**config.mk**
```make
export PLATFORM = sky130hd
export DESIGN_NAME = dead_time_inserter
export DESIGN_NICKNAME = d
export VERILOG_FILES = /design/src/rtl/motor_pkg.sv /design/src/rtl/dt_phase.sv /design/src/rtl/dead_time_inserter.sv
export SDC_FILE = /design/constraint.sdc
export NUM_CORES = 1
export LEC_CHECK = 0
export CORE_ASPECT_RATIO = 0.7
export CORE_MARGIN = 1.5
export CORE_UTILIZATION = 62
export DETAILED_ROUTE_END_ITERATION = 12
export PLACE_DENSITY = 0.91
export SLEW_MARGIN = 25
export SYNTH_ARGS = -nofsm -noshare
export SYNTH_HDL_FRONTEND = slang
export SYNTH_SLANG_ARGS = --single-unit
```
**constraint.sdc**
```tcl
create_clock -name i_clk -period 3.3 [get_ports i_clk]
set_input_delay 0.66 -clock i_clk [delete_from_list [all_inputs] [get_ports i_clk]]
set_output_delay 0.66 -clock i_clk [all_outputs]
set_load 0.01 [all_outputs]
```
**src/rtl/motor_pkg.sv**
```systemverilog
// Shared definitions for the motor gate-drive path.
package motor_pkg;

    // Per-phase half-bridge state.
    typedef enum logic [1:0] {
        OFF   = 2'd0,
        HS_ON = 2'd1,
        LS_ON = 2'd2,
        DEAD  = 2'd3
    } phase_state_e;

    // Phase indices into the 3-bit gate vectors.
    localparam int PH_A = 2;
    localparam int PH_B = 1;
    localparam int PH_C = 0;
    localparam int NUM_PH = 3;

    // Pattern layout: high side of A/B/C in [5:3], low side in [2:0].
    localparam int PAT_HS_LSB = 3;
    localparam int PAT_LS_LSB = 0;

    // Decoded switch request of one phase.
    typedef struct packed {
        logic hs;
        logic ls;
    } phase_req_t;

endpackage

```
**src/rtl/dt_phase.sv**
```systemverilog
// One half-bridge: OFF/HS_ON/LS_ON/DEAD FSM with dead-time counter.
module dt_phase
    import motor_pkg::*;
#(
    parameter int K_DT_W = 8
) (
    input  logic              i_clk,
    input  logic              i_rst,
    input  logic              req_hs,
    input  logic              req_ls,
    input  logic [K_DT_W-1:0] i_deadtime,
    output logic              gate_hs,
    output logic              gate_ls,
    output logic              in_dead,
    output logic              st_req
);

    phase_state_e      state;
    logic [K_DT_W-1:0] cnt;
    logic              want_hs;
    logic              want_ls;
    logic [K_DT_W-1:0] dt_load;

    // Shoot-through requests degrade to OFF; the top reports them.
    assign st_req  = req_hs & req_ls;
    assign want_hs = req_hs & ~req_ls;
    assign want_ls = req_ls & ~req_hs;
    assign in_dead = (state == DEAD);
    // A programmed dead time of 0 still gives one dead cycle.
    assign dt_load = (i_deadtime == '0) ? '0 : i_deadtime - 1'b1;

    // Phase FSM; gates are registered alongside the state they decode.
    always_ff @(posedge i_clk) begin
        if (i_rst) begin
            state   <= OFF;
            cnt     <= '0;
            gate_hs <= 1'b0;
            gate_ls <= 1'b0;
        end else begin
            case (state)
                OFF: begin
                    if (want_hs) begin
                        state   <= HS_ON;
                        gate_hs <= 1'b1;
                    end else if (want_ls) begin
                        state   <= LS_ON;
                        gate_ls <= 1'b1;
                    end
                end
                HS_ON: begin
                    if (!want_hs) begin
                        state   <= DEAD;
                        cnt     <= dt_load;
                        gate_hs <= 1'b0;
                    end
                end
                LS_ON: begin
                    if (!want_ls) begin
                        state   <= DEAD;
                        cnt     <= dt_load;
                        gate_ls <= 1'b0;
                    end
                end
                default: begin
                    if (cnt != '0) begin
                        cnt <= cnt - 1'b1;
                    end else if (want_hs) begin
                        state   <= HS_ON;
                        gate_hs <= 1'b1;
                    end else if (want_ls) begin
                        state   <= LS_ON;
                        gate_ls <= 1'b1;
                    end else begin
                        state <= OFF;
                    end
                end
            endcase
        end
    end

endmodule

```
**src/rtl/dead_time_inserter.sv**
```systemverilog
// Three-phase dead-time inserter: request decode, per-phase FSMs, fault flag.
module dead_time_inserter
    import motor_pkg::*;
#(
    parameter int K_DT_W = 8
) (
    input  logic              i_clk,
    input  logic              i_rst,
    input  logic              i_enable,
    input  logic [K_DT_W-1:0] i_deadtime,
    input  logic [5:0]        i_pattern,
    input  logic              i_fault_clr,
    output logic [2:0]        o_gate_hs,
    output logic [2:0]        o_gate_ls,
    output logic              o_busy,
    output logic              o_fault
);

    phase_req_t [NUM_PH-1:0] req;
    logic       [NUM_PH-1:0] in_dead;
    logic       [NUM_PH-1:0] st_req;

    for (genvar k = 0; k < NUM_PH; k++) begin : g_ph
        assign req[k].hs = i_enable & i_pattern[PAT_HS_LSB + k];
        assign req[k].ls = i_enable & i_pattern[PAT_LS_LSB + k];

        dt_phase #(.K_DT_W(K_DT_W)) u_phase (
            .i_clk      (i_clk),
            .i_rst      (i_rst),
            .req_hs     (req[k].hs),
            .req_ls     (req[k].ls),
            .i_deadtime (i_deadtime),
            .gate_hs    (o_gate_hs[k]),
            .gate_ls    (o_gate_ls[k]),
            .in_dead    (in_dead[k]),
            .st_req     (st_req[k])
        );
    end

    assign o_busy = |in_dead;

    // Sticky fault flag; a new shoot-through beats a simultaneous clear.
    always_ff @(posedge i_clk) begin
        if (i_rst) begin
            o_fault <= 1'b0;
        end else if (|st_req) begin
            o_fault <= 1'b1;
        end else if (i_fault_clr) begin
            o_fault <= 1'b0;
        end
    end

endmodule

```
Word level (Yosys, flattened, before mapping). Index checks and enable logic that the tools add are counted.

Bits in registers: 37. Input port bits: 18. Logic and storage cells: 165.

Add/sub/neg operators: 4. Equal/unequal tests: 27. Multiplexer cells: 66. Bitwise gates (word level): 30. Reductions and logical operators: 25.

Operator list (number): 8-bit two-way mux (10); 8-bit one-hot mux with 3 select lines (3); 2-bit two-way mux (21); 8-bit by 1-bit subtractor with 8-bit output, second input constant (4); 4-bit AND reduction (6); 8-bit nonzero test (3); 1-bit two-way mux (23); 3-bit != test, second input constant (6); 1-bit one-hot mux with 3 select lines (6); 2-bit one-hot mux with 3 select lines (3); 3-bit AND reduction (6); 1-bit bitwise AND (15); 1-bit NOT (15); 2-bit equality test, second input constant (6); 2-bit != test, second input constant (6); 4-bit != test, second input constant (3); 3-bit by 1-bit != test with 1-bit output, second input constant (3); 3-bit nonzero test (3); 8-bit logical NOT (1); 2-bit by 1-bit equality test with 1-bit output, second input constant (3); 2-bit logical NOT (3); 3-bit OR reduction (2); 2-bit nonzero test (1).

Logic depth before layout (Yosys ltp).
Depth after elaboration: 7. Depth in mapped cells: 8.

Cells and area by module. Synthesis repeated with hierarchy kept, for this count alone.

Cells, all modules: 421. Area, all modules: 3468.3 sq um.

Modules (own cells, without submodules): dt_phase (g_ph[0].u_phase ...) (instances 2, cells each 137, area each 1136.1 sq um, sequential area each 240.2 sq um); dt_phase (g_ph[2].u_phase) (instances 1, cells each 136, area each 1116.1 sq um, sequential area each 240.2 sq um); dead_time_inserter (instances 1, cells each 11, area each 80.1 sq um, sequential area each 20.0 sq um).

Worst setup path before layout. No wires, ideal clock.

Kind: input -> register. From: in i_deadtime[0]. To: reg g_ph[0].u_phase.cnt[6]. Arrival: 2.168 ns. Required time: 3.183 ns. Slack: 1.014 ns. Cell stages on the path: 7. Cell sequence: inv_1 > ha_1 > or3b_2 > nor3_1 > mux2_2 > o2bb2ai_1 > a32o_1.

Cells in the longest elaborated chain, start to end: 4. Elaborated cells on any way between the ends: 6. Those cells by class: add/sub (1); mux (4); reduce/logical (1).

Ends and longest elaborated chain: start, declared (RTL line dead_time_inserter.sv:10) `input logic [K_DT_W-1:0] i_deadtime,`; 8-bit by 1-bit subtractor with 8-bit output or 8-bit logical NOT (tied branches) (RTL line dt_phase.sv:30) `assign dt_load = (i_deadtime == '0) ? '0 : i_deadtime - 1'b1;`; 8-bit two-way mux * (RTL line dt_phase.sv:30); 8-bit two-way mux (on tied branches) (RTL line dt_phase.sv:58, dt_phase.sv:51); 8-bit one-hot mux with 3 select lines * (RTL line dt_phase.sv:40) `case (state)`; end signal, assigned (RTL line dt_phase.sv:53) `cnt <= dt_load;`; end signal, assigned (RTL line dt_phase.sv:60) `cnt <= dt_load;`; end signal, assigned (RTL line dt_phase.sv:66) `cnt <= cnt - 1'b1;`; end, declared (RTL line dt_phase.sv:19) `logic [K_DT_W-1:0] cnt;`.

Mark *: on every way between the ends. The rest lies on a longest branch, timed or not. The select of a mux whose other input is x is not followed. A chain may end at the register's enable or synchronous reset.

Final worst setup path. Same ends and word-level chain as after synthesis.

==> flow_summary.ini <==
[status]
status = finished clean

[synthesis]
yosys_warnings = 0
yosysTopAreaCellShare = 0.266
synth_top_family_by_area = compound AO/OA/AOI/OAI gates
synthTopCellsByArea = dfxtp_1 27%, ha_1 9.0%, a21oi_1 6.1%
synth-seq-area-share = 0.266
synth_seq_cells = 37
synth_top_cell_by_area = dfxtp_1
synth_cell_types = 60
synth_area_sq_um = 2790
synth_edf_count = 0
synth-simple-area-share = 0.253
synth.mux.area_fraction = 0.0224
syn_nets = 408
syn_inst = 370
async_reset_ff_frac = 0
syn_area_per_cell_sq_um = 7.53
synth-xor-area-share = 0.00943
synth_compound_area_frac = 0.289
ys.flop_type = dfxtp_1
synth_fa_ha_area_frac = 0.0898

[cts]
cts_tree = built
path_clk_slew_ns = 0.08
cts_inserted_buffers = 5
root_buffer = clkbuf_8
clock_latency_ns = 0.30
clock_path_buffers = 2
cts_sinks = 37
post-cts-setup-buffers = 0
hold_buffers = 0
htreeDepth = 2
cts_resized = 0

[global_routing]
gr-total-overflow = 0
antenna_found_initial = 0
grt_pass1_vias = 2513
grtUsageTotal = 0.294
grt_max_degree = 33
grt_pass1_wl_microns = 11500

[cells_and_area]
layout_common_cells = 43 x nor2_1, 37 x dfxtp_1, 34 x a21oi_1
layout-drive-gt1-share = 0.0469
final_cells = 439
final_common_cell = nor2_1
final_core_utilization = 0.721
finalNetCount = 421
syn_to_final_growth_pct = 11.9
design_area_sq_um = 3120
antennaDiodeCount = 0

[floorplanning]
die-area_sq_um = 4910
start_util = 0.644
die_h_microns = 59.1
core_sq_um = 4330
die_w_microns = 83.1
row_count = 20
io_pins = 26

[routing]
drtAntennaViolNets = 0
drt_iter0_drc = 364
routedWlPerCell_microns = 16.1
dr.pass1.iters = 5
vias = 2829
routed_via_density = 6.44
drc = 0
routed_wl_microns = 7070

[sta]
fin_worst_skew_ns = 0.00771
fin_ws_ns = 0.679
finalSetupViolCount = 0
rsz0062_at_grt = false
fin_hold_ws_ns = 0.479
relSlewSlack = 0.423
hold_viol = 0
fmaxAchievable_mhz = 382
setup_tns_ns = 0
period_share = 0.794
tightest_slew_ns = 0.858
period_needed_ns = 2.62
maxSlewViolCount = 0

[worst_hold_path]
min-delay-path-class = flip-flop to flip-flop
min_path_cells = 2

[placement]
io_buffer_count = 25
dp_slack_ns = 0.405
placed_area_sq_um = 3020
hpwl_microns = 4990
gp_congestion = 0.931
place_inst = 431

[power_and_ir_drop]
leakage_nw = 1.21
p_total_mw = 3.27
peakVddDrop_v = 0.000847
seq_power_share = 0.233
switching_share = 0.488
power_density_nw_per_um2 = 1050
p_int_mw = 1.67
p_sw_mw = 1.60
power_frac_comb = 0.657
pwr-share-clk = 0.109

[critical_path]
end_kind = flip-flop
worstSetupPathType = input port to flip-flop
cp.required_ns = 3.49
r2r_cells = 5
startpoint_type = input port
arrival_ns = 2.82
path_max_fanout = 4

[job]
maxCapViolCount = 0
==> power groups by stage <==
stage	Combinational [mW]	Clock, mW	Sequential [mW]
2_1_floorplan	1.71	0	0.726
3_3_place_gp	2.04	0	0.756
3_5_place_dp	2.08	0	0.764
4_1_cts	2.10	0.362	0.757
5_1_grt	2.41	0.377	0.784
6_report	2.15	0.358	0.763
==> path summary, 6_finish.rpt <==
kind | start | to | slack, ns
worst max register to register | g_ph[0].u_phase.cnt[2]$_SDFFE_PP0P_ | g_ph[0].u_phase.state[1]$_SDFFE_PP0P_ | 0.93
worst max-delay path | i_deadtime[0] | g_ph[0].u_phase.cnt[6]$_SDFFE_PP0P_ | 0.68
worst min-delay path | g_ph[0].u_phase.gate_ls$_SDFFE_PP0P_ | g_ph[0].u_phase.gate_ls$_SDFFE_PP0P_ | 0.48
worst min register to register | g_ph[0].u_phase.gate_ls$_SDFFE_PP0P_ | g_ph[0].u_phase.gate_ls$_SDFFE_PP0P_ | 0.48
==> metal layers <==
| layer | routed length, microns | GRT usage | up-vias |
|---|---|---|---|
| met3 | 463 | 0.0515 | 13 |
| met1 | 3240 | 0.402 | 1322 |
| met4 | 91 | 0.114 | 0 |
| met2 | 3280 | 0.472 | 119 |
| li1 | - | - | 1375 |
| met5 | 0 | 0 | - |
==> cell usage after synthesis, types with 2 or more instances <==
cell and n:
o21ai_1 2, a31oi_1 5, nand4_1 2, a41o_1 2, a32o_1 4, buf_4 6, nor2b_1 5, nand2b_1 9
ha_1 20, mux2_2 2, and4b_1 3, nand4b_1 2, nor3_1 17, o21bai_1 4, a311oi_1 3, a21boi_0 2
nand3_1 5, o32ai_1 4, a211oi_1 8, o2bb2ai_1 3, or3_1 4, a311o_1 2, inv_1 25, o22ai_1 2
mux2i_1 4, or4_1 2, nand2_1 23, nor3b_1 3, a21oi_1 34, o21ai_0 23, a22oi_1 4, and3_1 2
o21a_1 5, dfxtp_1 37, nor4_1 5, xnor2_1 2, nand3b_1 5, a2bb2oi_1 2, a22o_1 2, nor2_1 43
clkbuf_1 14
==> critical path, cell delays in order <==
cell,delay [ns]
clkdlybuf4s50_1,0.46
inv_1,0.10
ha_1,0.18
or3b_2,0.48
nor3_1,0.20
mux2_2,0.40
o2bb2ai_1,0.13
a32o_1,0.21
==> sequential cells by signal, summed over array words and instances, names as in the netlist <==
name	flops
g_ph.u_phase.cnt	24
o_fault	1
g_ph.u_phase.state	6
g_ph.u_phase.gate_hs	3
g_ph.u_phase.gate_ls	3
==> cell type report <==
class | instances | area [sq um]
clock buffers | 7 | 96.3
inverters | 25 | 93.8
fillers | 347 | 1210
clock inverters | 1 | 5.00
repair buffers | 27 | 265
flip-flops and latches | 37 | 741
well taps | 55 | 68.8
multi-input cells | 287 | 1850
==> cell families after synthesis <==
kind of cell             count (synthesis)
AO/OA/AOI/OAI                          121
buffers and inverters                   46
XOR/XNOR                                 3
AND/OR/NAND/NOR                        137
multiplexers                             6
adder cells (fa/ha/maj)                 20
flip-flops                              37
Note: power is estimated with default switching activity, not from simulation.
